## config.mk

```make
export PLATFORM = sky130hd
export DESIGN_NAME = reg_writeback_unit_flat
export DESIGN_NICKNAME = d
export VERILOG_FILES = /design/src/rtl/reg_writeback_unit_if.sv /design/src/rtl/reg_writeback_unit.sv /design/src/flat_wrapper.sv
export SDC_FILE = /design/constraint.sdc
export NUM_CORES = 1
export LEC_CHECK = 0
export CORE_MARGIN = 1.5
export CORE_UTILIZATION = 40
export DETAILED_ROUTE_END_ITERATION = 6
export SKIP_LAST_GASP = 1
export SLEW_MARGIN = 20
export SYNTH_ARGS = -nofsm -noshare
export SYNTH_HDL_FRONTEND = slang
export SYNTH_SLANG_ARGS = --single-unit
export TNS_END_PERCENT = 1
```

## constraint.sdc

```tcl
create_clock -name clk -period 5.7 [get_ports clk]
set_input_delay 1.71 -clock clk [delete_from_list [all_inputs] [get_ports clk]]
set_output_delay 1.71 -clock clk [all_outputs]
set_load 0.05 [all_outputs]
```

## src/rtl/reg_writeback_unit_if.sv

```systemverilog
// Signal bundle between the writeback unit, its two result sources, the
// register file write port and the issue-stage hazard check.
interface reg_writeback_unit_if;
  // integer result source
  logic        intValid;
  logic [4:0]  intDest;
  logic [31:0] intData;
  logic        intReady;
  // FPU result source
  logic        fpValid;
  logic [4:0]  fpDest;
  logic [31:0] fpData;
  logic        fpReady;
  // register file write port
  logic        regWrite;
  logic        float;
  logic [4:0]  writeReg;
  logic [31:0] writeData;
  // issue-stage scoreboard access
  logic        issueValid;
  logic [4:0]  issueDest;
  logic        issueFloat;
  logic [4:0]  chkReg1;
  logic [4:0]  chkReg2;
  logic        chkFloat;
  logic        busy;

  modport slave (
    input  intValid, intDest, intData,
    output intReady,
    input  fpValid, fpDest, fpData,
    output fpReady,
    output regWrite, float, writeReg, writeData,
    input  issueValid, issueDest, issueFloat,
    input  chkReg1, chkReg2, chkFloat,
    output busy
  );

  modport master (
    output intValid, intDest, intData,
    input  intReady,
    output fpValid, fpDest, fpData,
    input  fpReady,
    input  regWrite, float, writeReg, writeData,
    output issueValid, issueDest, issueFloat,
    output chkReg1, chkReg2, chkFloat,
    input  busy
  );
endinterface

```

## src/rtl/reg_writeback_unit.sv

```systemverilog
// Register file write-side initiator: round-robin arbitration of integer and FPU
// results, a small FIFO, a registered write port and a per-register pending scoreboard.
module reg_writeback_unit #(
  parameter int DEPTH = 4
) (
  input logic                 clk,
  input logic                 rst_n,
  reg_writeback_unit_if.slave bus
);

  localparam int DATA_W = 32;
  localparam int PTR_W  = (DEPTH > 1) ? $clog2(DEPTH) : 1;
  localparam int CNT_W  = $clog2(DEPTH + 1);

  typedef struct packed {
    logic              bank;
    logic [4:0]        dest;
    logic [DATA_W-1:0] data;
  } entry_t;

  entry_t           queue [DEPTH];
  logic [PTR_W-1:0] rd_ptr;
  logic [PTR_W-1:0] wr_ptr;
  logic [CNT_W-1:0] count;
  logic             last_grant;   // 1 = FPU granted last
  logic [1:0][31:0] pending;
  logic [1:0][31:0] pending_next;

  logic   grant_int;
  logic   grant_fp;
  logic   not_full;
  logic   accept;
  logic   keep;
  logic   do_pop;
  logic   do_push;
  entry_t offer;
  entry_t head;

  // Arbitration: on a tie the source that lost last time wins.
  always_comb begin
    grant_int = bus.intValid && (!bus.fpValid || last_grant);
    grant_fp  = bus.fpValid && (!bus.intValid || !last_grant);
    not_full  = (count < CNT_W'(DEPTH));
  end

  assign bus.intReady = grant_int && not_full;
  assign bus.fpReady  = grant_fp && not_full;

  always_comb begin
    accept = bus.intReady || bus.fpReady;
    offer  = '0;
    if (bus.fpReady) begin
      offer.bank = 1'b1;
      offer.dest = bus.fpDest;
      offer.data = bus.fpData;
    end else begin
      offer.bank = 1'b0;
      offer.dest = bus.intDest;
      offer.data = bus.intData;
    end
    // Writes to register 0 are swallowed: no queue, no bypass.
    keep    = accept && (offer.dest != 5'd0);
    do_pop  = (count != '0);
    do_push = keep && do_pop;
    head    = queue[rd_ptr];
  end

  always_ff @(posedge clk) begin
    if (do_push) queue[wr_ptr] <= offer;
  end

  always_ff @(posedge clk or negedge rst_n) begin
    if (!rst_n) begin
      rd_ptr     <= '0;
      wr_ptr     <= '0;
      count      <= '0;
      last_grant <= 1'b1;
    end else begin
      if (accept) last_grant <= bus.fpReady;
      if (do_push) wr_ptr <= wr_ptr + PTR_W'(1);
      if (do_pop) rd_ptr <= rd_ptr + PTR_W'(1);
      if (do_push && !do_pop) count <= count + CNT_W'(1);
      else if (do_pop && !do_push) count <= count - CNT_W'(1);
    end
  end

  // Write port: queue head first, otherwise bypass the accepted offer.
  always_ff @(posedge clk or negedge rst_n) begin
    if (!rst_n) begin
      bus.regWrite  <= 1'b0;
      bus.float     <= 1'b0;
      bus.writeReg  <= '0;
      bus.writeData <= '0;
    end else if (do_pop) begin
      bus.regWrite  <= 1'b1;
      bus.float     <= head.bank;
      bus.writeReg  <= head.dest;
      bus.writeData <= head.data;
    end else if (keep) begin
      bus.regWrite  <= 1'b1;
      bus.float     <= offer.bank;
      bus.writeReg  <= offer.dest;
      bus.writeData <= offer.data;
    end else begin
      bus.regWrite  <= 1'b0;
    end
  end

  // Scoreboard: clear on the commit edge, a new issue to the same register wins.
  always_comb begin
    pending_next = pending;
    if (bus.regWrite) pending_next[bus.float][bus.writeReg] = 1'b0;
    if (bus.issueValid && (bus.issueDest != 5'd0))
      pending_next[bus.issueFloat][bus.issueDest] = 1'b1;
    pending_next[0][0] = 1'b0;
    pending_next[1][0] = 1'b0;
  end

  always_ff @(posedge clk or negedge rst_n) begin
    if (!rst_n) pending <= '0;
    else        pending <= pending_next;
  end

  assign bus.busy = pending[bus.chkFloat][bus.chkReg1] | pending[bus.chkFloat][bus.chkReg2];

endmodule
```

## src/flat_wrapper.sv

```systemverilog
// flat-port wrapper written by rule: the top's interface ports become plain ports
module reg_writeback_unit_flat 
#(
  parameter int DEPTH = 4
)
  (clk, rst_n, bus_intValid, bus_intDest, bus_intData, bus_intReady, bus_fpValid, bus_fpDest, bus_fpData, bus_fpReady, bus_regWrite, bus_float, bus_writeReg, bus_writeData, bus_issueValid, bus_issueDest, bus_issueFloat, bus_chkReg1, bus_chkReg2, bus_chkFloat, bus_busy);
  reg_writeback_unit_if bus_i ();
  input logic clk;
  input logic rst_n;
  input wire logic [$bits(bus_i.intValid)-1:0] bus_intValid;
  input wire logic [$bits(bus_i.intDest)-1:0] bus_intDest;
  input wire logic [$bits(bus_i.intData)-1:0] bus_intData;
  output wire logic [$bits(bus_i.intReady)-1:0] bus_intReady;
  input wire logic [$bits(bus_i.fpValid)-1:0] bus_fpValid;
  input wire logic [$bits(bus_i.fpDest)-1:0] bus_fpDest;
  input wire logic [$bits(bus_i.fpData)-1:0] bus_fpData;
  output wire logic [$bits(bus_i.fpReady)-1:0] bus_fpReady;
  output wire logic [$bits(bus_i.regWrite)-1:0] bus_regWrite;
  output wire logic [$bits(bus_i.float)-1:0] bus_float;
  output wire logic [$bits(bus_i.writeReg)-1:0] bus_writeReg;
  output wire logic [$bits(bus_i.writeData)-1:0] bus_writeData;
  input wire logic [$bits(bus_i.issueValid)-1:0] bus_issueValid;
  input wire logic [$bits(bus_i.issueDest)-1:0] bus_issueDest;
  input wire logic [$bits(bus_i.issueFloat)-1:0] bus_issueFloat;
  input wire logic [$bits(bus_i.chkReg1)-1:0] bus_chkReg1;
  input wire logic [$bits(bus_i.chkReg2)-1:0] bus_chkReg2;
  input wire logic [$bits(bus_i.chkFloat)-1:0] bus_chkFloat;
  output wire logic [$bits(bus_i.busy)-1:0] bus_busy;
  assign bus_i.intValid = bus_intValid;
  assign bus_i.intDest = bus_intDest;
  assign bus_i.intData = bus_intData;
  assign bus_intReady = bus_i.intReady;
  assign bus_i.fpValid = bus_fpValid;
  assign bus_i.fpDest = bus_fpDest;
  assign bus_i.fpData = bus_fpData;
  assign bus_fpReady = bus_i.fpReady;
  assign bus_regWrite = bus_i.regWrite;
  assign bus_float = bus_i.float;
  assign bus_writeReg = bus_i.writeReg;
  assign bus_writeData = bus_i.writeData;
  assign bus_i.issueValid = bus_issueValid;
  assign bus_i.issueDest = bus_issueDest;
  assign bus_i.issueFloat = bus_issueFloat;
  assign bus_i.chkReg1 = bus_chkReg1;
  assign bus_i.chkReg2 = bus_chkReg2;
  assign bus_i.chkFloat = bus_chkFloat;
  assign bus_busy = bus_i.busy;
  reg_writeback_unit #(.DEPTH(DEPTH)) u_core (.clk(clk), .rst_n(rst_n), .bus(bus_i));
endmodule
```

; Yosys cells after proc, flatten, opt, wreduce, memory -nomap -nowiden
; Memories as Yosys holds them, arrays and structs flattened.
; Index checks and enable logic that the tools add are counted.
[totals]
register_bits = 109
mem_bits_rw = 152
input_bits = 96
wordCells = 86
n_memories = 1
[mem_list]
columns = memory, words, width, read_ports, rd_ports_with_merged_regs, wr, line
row1 = u_core.queue, 4, 38, 1, 0, 1, reg_writeback_unit.sv:21  ; entry_t queue [DEPTH];
[op_classes]
n_addsub = 4
n_lt_le_gt_ge = 12
muxes = 29
bitwise = 4
reduce_logical = 26
[ops]
columns = operator, n
row1 = 32-bit 2-to-1 mux, 6
row2 = 64-bit 2-to-1 mux, 2
row3 = 64-bit AND, 1
row4 = 32-bit demux with 1-bit select, 2
row5 = 64-bit inverter, 1
row6 = 64-bit OR, 1
row7 = 38-bit 2-to-1 mux, 1
row8 = "5-bit by 6-bit < comparator with 1-bit output, second input constant", 4
row9 = 1-bit logical AND, 13
row10 = 1-bit binary-select mux with 5-bit select, 2
row11 = 1-bit demux with 5-bit select, 2
row12 = "5-bit by 1-bit >= comparator with 1-bit output, second input constant", 2
row13 = 1-bit 2-to-1 mux, 10
row14 = 5-bit 2-to-1 mux, 2
row15 = 5-bit nonzero test, 2
row16 = "1-bit by 2-bit < comparator with 1-bit output, second input constant", 3
row17 = 3-bit 2-to-1 mux, 2
row18 = 1-bit logical NOT, 5
row19 = "2-bit by 1-bit adder with 2-bit output, second input constant", 2
row20 = 2-bit nonzero test, 2
row21 = "3-bit by 1-bit adder with 3-bit output, second input constant", 1
row22 = 1-bit logical OR, 3
row23 = "3-bit < comparator, second input constant", 1
row24 = 3-bit nonzero test, 1
row25 = 3 further kinds, 4

; Depth between registers and ports, before layout
[depth]
word_depth = 12
mapped_depth = 8

; Worst setup path after synthesis
; No wires, ideal clock.
[synth_timing]
kind = input port to output port
from = input port bus_chkReg1[1]
to = output port bus_busy
arrival_ns = 3.498
required_time_ns = 3.990
path_slack_ns = 0.492
cell_stages = 7
cell_sequence = buf_4 -> buf_4 -> mux4_2 -> mux2i_1 -> a2111oi_0 -> nor4_1 -> nand3_1
[synth_between]
elab_chain_cells = 3
[synth_lines]
columns = element, line
row1 = start: declaration, flat_wrapper.sv:25  ; input wire logic [$bits(bus_i.chkReg1)-1:0] bus_chkReg1;
row2 = 1-bit binary-select mux with 5-bit select, reg_writeback_unit.sv:124  ; assign bus.busy = pending[bus.chkFloat][bus.chkReg1] | pending[bus.chkFloat][bus.chkReg2];
row3 = 1-bit 2-to-1 mux (implied by the code), reg_writeback_unit.sv:124
row4 = 1-bit OR, reg_writeback_unit.sv:124
row5 = end: declaration, flat_wrapper.sv:28  ; output wire logic [$bits(bus_i.busy)-1:0] bus_busy;
; Every way passes these cells. The select of a mux whose other input is x is not followed.

; Final worst setup path
; Ends and elaborated chain as after synthesis.

==> impl_metrics.sql <==
INSERT INTO impl_metrics (metric_group, metric, value, unit) VALUES
('outcome', 'run_status', 'complete, no violations', ''),
('power', 'static-leakage-power', '5.26', 'nW'),
('drt', 'drt.antenna.violating_nets', '0', ''),
('floorplan', 'fp-row-count', '62', ''),
('setup_path', 'start_kind', 'input port', ''),
('setup_path', 'cp.required', '3.99', 'ns'),
('power', 'power_density', '561', 'nW/um2'),
('clock_network', 'post_cts_hold_buffer_count', '0', ''),
('placed_design', 'routabilityCongestion', '0.883', ''),
('setup_path', 'reg2reg_start', 'u_core.count[2]$_DFFE_PN0P_', ''),
('cells_and_area', 'layout-drive-gt1-share', '17.7', '%'),
('timing', 'achievable-frequency', '0.180', 'GHz'),
('timing', 'report.final.slew_viol_count', '0', ''),
('hold_path', 'min-delay-start', 'u_core.count[0]$_DFFE_PN0P_', ''),
('placed_design', 'place.detailed.instances', '1313', ''),
('setup_path', 'worstSetupStartpoint', 'bus_chkReg1[1]', ''),
('timing', 'rsz_0062_raised_after_global_routing', 'false', ''),
('yosys', 'ys_seq_area_share', '61.6', '%'),
('global_routing', 'grt_first_pass_wirelength', '46200', 'um'),
('yosys', 'syn-instance-count', '816', ''),
('placed_design', 'preCtsSetupSlack', '0.135', 'ns'),
('timing', 'worst_clock_skew', '0.0521', 'ns'),
('placed_design', 'dp_hpwl', '18500', 'um'),
('clock_network', 'cts.root.buffer_cell', 'sky130_fd_sc_hd__clkbuf_16', ''),
('floorplan', 'dieArea', '30600', 'um2'),
('timing', 'worst_slew_pin_slew', '1.04', 'ns'),
('timing', 'post-route-period-util', '97.4', '%'),
('yosys', 'syn-num-nets', '918', ''),
('setup_path', 'critical-path-max-stage-delay', '0.52', 'ns'),
('hold_path', 'path_category_of_the_worst_min_delay_check', 'flop to flop', ''),
('clock_network', 'number_of_instances_resized_during_post_cts_repair', '0', ''),
('setup_path', 'cp_max_fo', '18', ''),
('cells_and_area', 'final_cells', '1363', ''),
('yosys', 'netlist_area', '11800', 'um2'),
('setup_path', 'cp.arrival', '3.84', 'ns'),
('global_routing', 'grt_pass1_vias', '8012', ''),
('timing', 'period_minus_slack', '5.55', 'ns'),
('yosys', 'avgSynthCellArea', '14.5', 'um2'),
('yosys', 'async_reset_ff_share', '41.8', '%'),
('drt', 'totalWireLength', '28700', 'um'),
('clock_network', 'clock_tree.htree_level_count', '1', ''),
('placed_design', 'placed_area', '13700', 'um2'),
('yosys', 'netlist-cell-type-count', '51', ''),
('yosys', 'ys.flop_type', 'sky130_fd_sc_hd__edfxtp_1', ''),
('drt', 'drtIter0Drc', '556', ''),
('floorplan', 'core_region_area', '28900', 'um2'),
('cells_and_area', 'syn2layout_area_growth', '23.6', '%'),
('drt', 'drt-pass1-iter-count', '5', ''),
('yosys', 'synth_enable_flop_cells', '152', ''),
('setup_path', 'timing_worst_setup_path_type', 'input port to output pin', ''),
('global_routing', 'grtUsageTotal', '19.4', '%'),
('timing', 'worst_slack', '0.151', 'ns'),
('timing', 'hold_violations', '0', ''),
('clock_network', 'cts_num_sinks', '261', ''),
('clock_network', 'postCtsSetupRepairBufs', '0', ''),
('setup_path', 'critPathCaptureType', 'output pin', ''),
('yosys', 'synth-warning-count', '0', ''),
('global_routing', 'grt_start_max_net_pins', '76', ''),
('clock_network', 'clk_transition_reported_paths', '0.06', 'ns'),
('run', 'max_cap_viol', '0', ''),
('floorplan', 'chipHeight', '175', 'um'),
('cells_and_area', 'antennaDiodeCount', '0', ''),
('cells_and_area', 'layout.nets', '1061', ''),
('global_routing', 'global_route.overflow_total', '0', ''),
('clock_network', 'ctsLongestPathBuffers', '3', ''),
('yosys', 'synth-seq-cells', '261', ''),
('floorplan', 'top_level_ports', '138', ''),
('power', 'vdd_ir_drop_max', '0.262', 'mV'),
('clock_network', 'numCtsBuffers', '28', ''),
('setup_path', 'crit_path_cell_trace', 'clkdlybuf4s50_1, buf_12, mux4_2, mux2i_1, a2111oi_0, nor4_1, nand3_1, buf_4', ''),
('floorplan', 'floorplan.die.width', '175', 'um');
==> cells in the final DEF (no fill, tap or decap), types with 24 or more instances in the layout <==
master,instances
sky130_fd_sc_hd__clkbuf_16,28
sky130_fd_sc_hd__clkdlybuf4s50_1,134
sky130_fd_sc_hd__dfrtp_1,107
sky130_fd_sc_hd__edfxtp_1,152
sky130_fd_sc_hd__mux2_2,24
sky130_fd_sc_hd__mux2i_1,47
sky130_fd_sc_hd__mux4_2,65
sky130_fd_sc_hd__nand2_1,58
sky130_fd_sc_hd__o21ai_0,115
sky130_fd_sc_hd__o21ai_1,54
==> state kept, by name (all words and copies together) (netlist names), 2 cells and up <==
signal / cells
u_core.bus.writeData: 32
u_core.bus.writeReg: 5
u_core.count: 3
u_core.pending: 62
u_core.queue: 152
u_core.rd_ptr: 2
u_core.wr_ptr: 2
==> logic make-up (layout without fill, tap and decap cells) <==
family	Yosys count	after routing	share of synthesized area [%]
compound gates	189	189	8.43
xor+xnor	4	4	0.296
fa+ha+maj	6	6	0.634
buf+inv	61	224	2.59
flops	261	261	61.6
mux	151	151	20.3
simple gates	144	144	6.17
==> Yosys cell counts, drive strengths merged, types with 2 or more instances <==
cell type | count | area, um2
a2111oi | 2 | 17.5
a21oi | 4 | 20.0
a22oi | 3 | 22.5
a31oi | 4 | 25.0
and2 | 4 | 25.0
buf | 21 | 156
clkbuf | 23 | 86.3
dfrtp | 108 | 2700
edfxtp | 152 | 4560
ha | 6 | 75.1
inv | 17 | 63.8
mux2 | 36 | 409
mux2i | 50 | 529
mux4 | 65 | 1460
nand2 | 61 | 239
nand2b | 5 | 31.3
nand3 | 21 | 105
nand3b | 7 | 52.6
nand4 | 3 | 18.8
nor2 | 16 | 60.1
nor2b | 10 | 70.1
nor3 | 3 | 15.0
nor3b | 3 | 22.5
o21ai | 169 | 846
o22ai | 2 | 12.5
or3 | 2 | 12.5
or3b | 4 | 35.0
xnor2 | 4 | 35.0
==> power by group <==
group / leakage (nW) / switching (mW) / internal [mW]
combinational: 2.17 / 1.85 / 1.29
sequential: 2.64 / 0.437 / 2.79
clock: 0.446 / 0.756 / 1.08
total: 5.26 / 3.04 / 5.16
==> critical path, delay by kind of cell <==
family | cells | cell delay, ns
buf+inv | 3 | 0.91
mux | 2 | 0.67
simple gates | 2 | 0.40
compound gates | 1 | 0.13
==> through the flow <==
step / util [%] / hold WS [ns] / power, mW
2_1_floorplan: - / 0.446 / 5.35
3_3_place_gp: 47.3 / 0.467 / 6.39
3_5_place_dp: 47.3 / 0.475 / 6.43
4_1_cts: 50.6 / 0.486 / 8.29
5_1_grt: 50.6 / 0.526 / 8.68
6_report: 50.6 / 0.479 / 8.20
==> routing by layer <==
layer  vias up  global-route usage, %  wire length, um
li1       3421                      -                -
met1      3860                   26.9            12700
met2       295                   30.8            13100
met3        54                   4.24             2020
met4         0                   5.38              809
met5         -                      0                0
==> cell type report <==
type                            instances  area (um2)
Clock buffer                           35         757
Clock inverter                         15         185
Fill cell                            2474       14300
Inverter                               17        63.8
Multi-Input combinational cell        494        4270
Sequential cell                       261        7290
Tap cell                              384         480
Timing Repair Buffer                  157        1580
==> worst paths after layout <==
| path | endpoint | slack, ns | depth (start not counted) |
|---|---|---|---|
| min | u_core.count[0]$_DFFE_PN0P_ | 0.48 | 1 |
| max reg2reg | u_core.queue[0][2]$_DFFE_PP_ | 2.82 | 7 |
| max in group asynchronous | u_core.pending[53]$_DFF_PN0_ | 3.47 | 2 |
| max | bus_busy | 0.15 | 8 |
| min in group asynchronous | u_core.count[0]$_DFFE_PN0P_ | 1.22 | 1 |
| min reg2reg | u_core.count[0]$_DFFE_PN0P_ | 0.48 | 1 |
No activity file was read; power rests on OpenSTA's default activity.
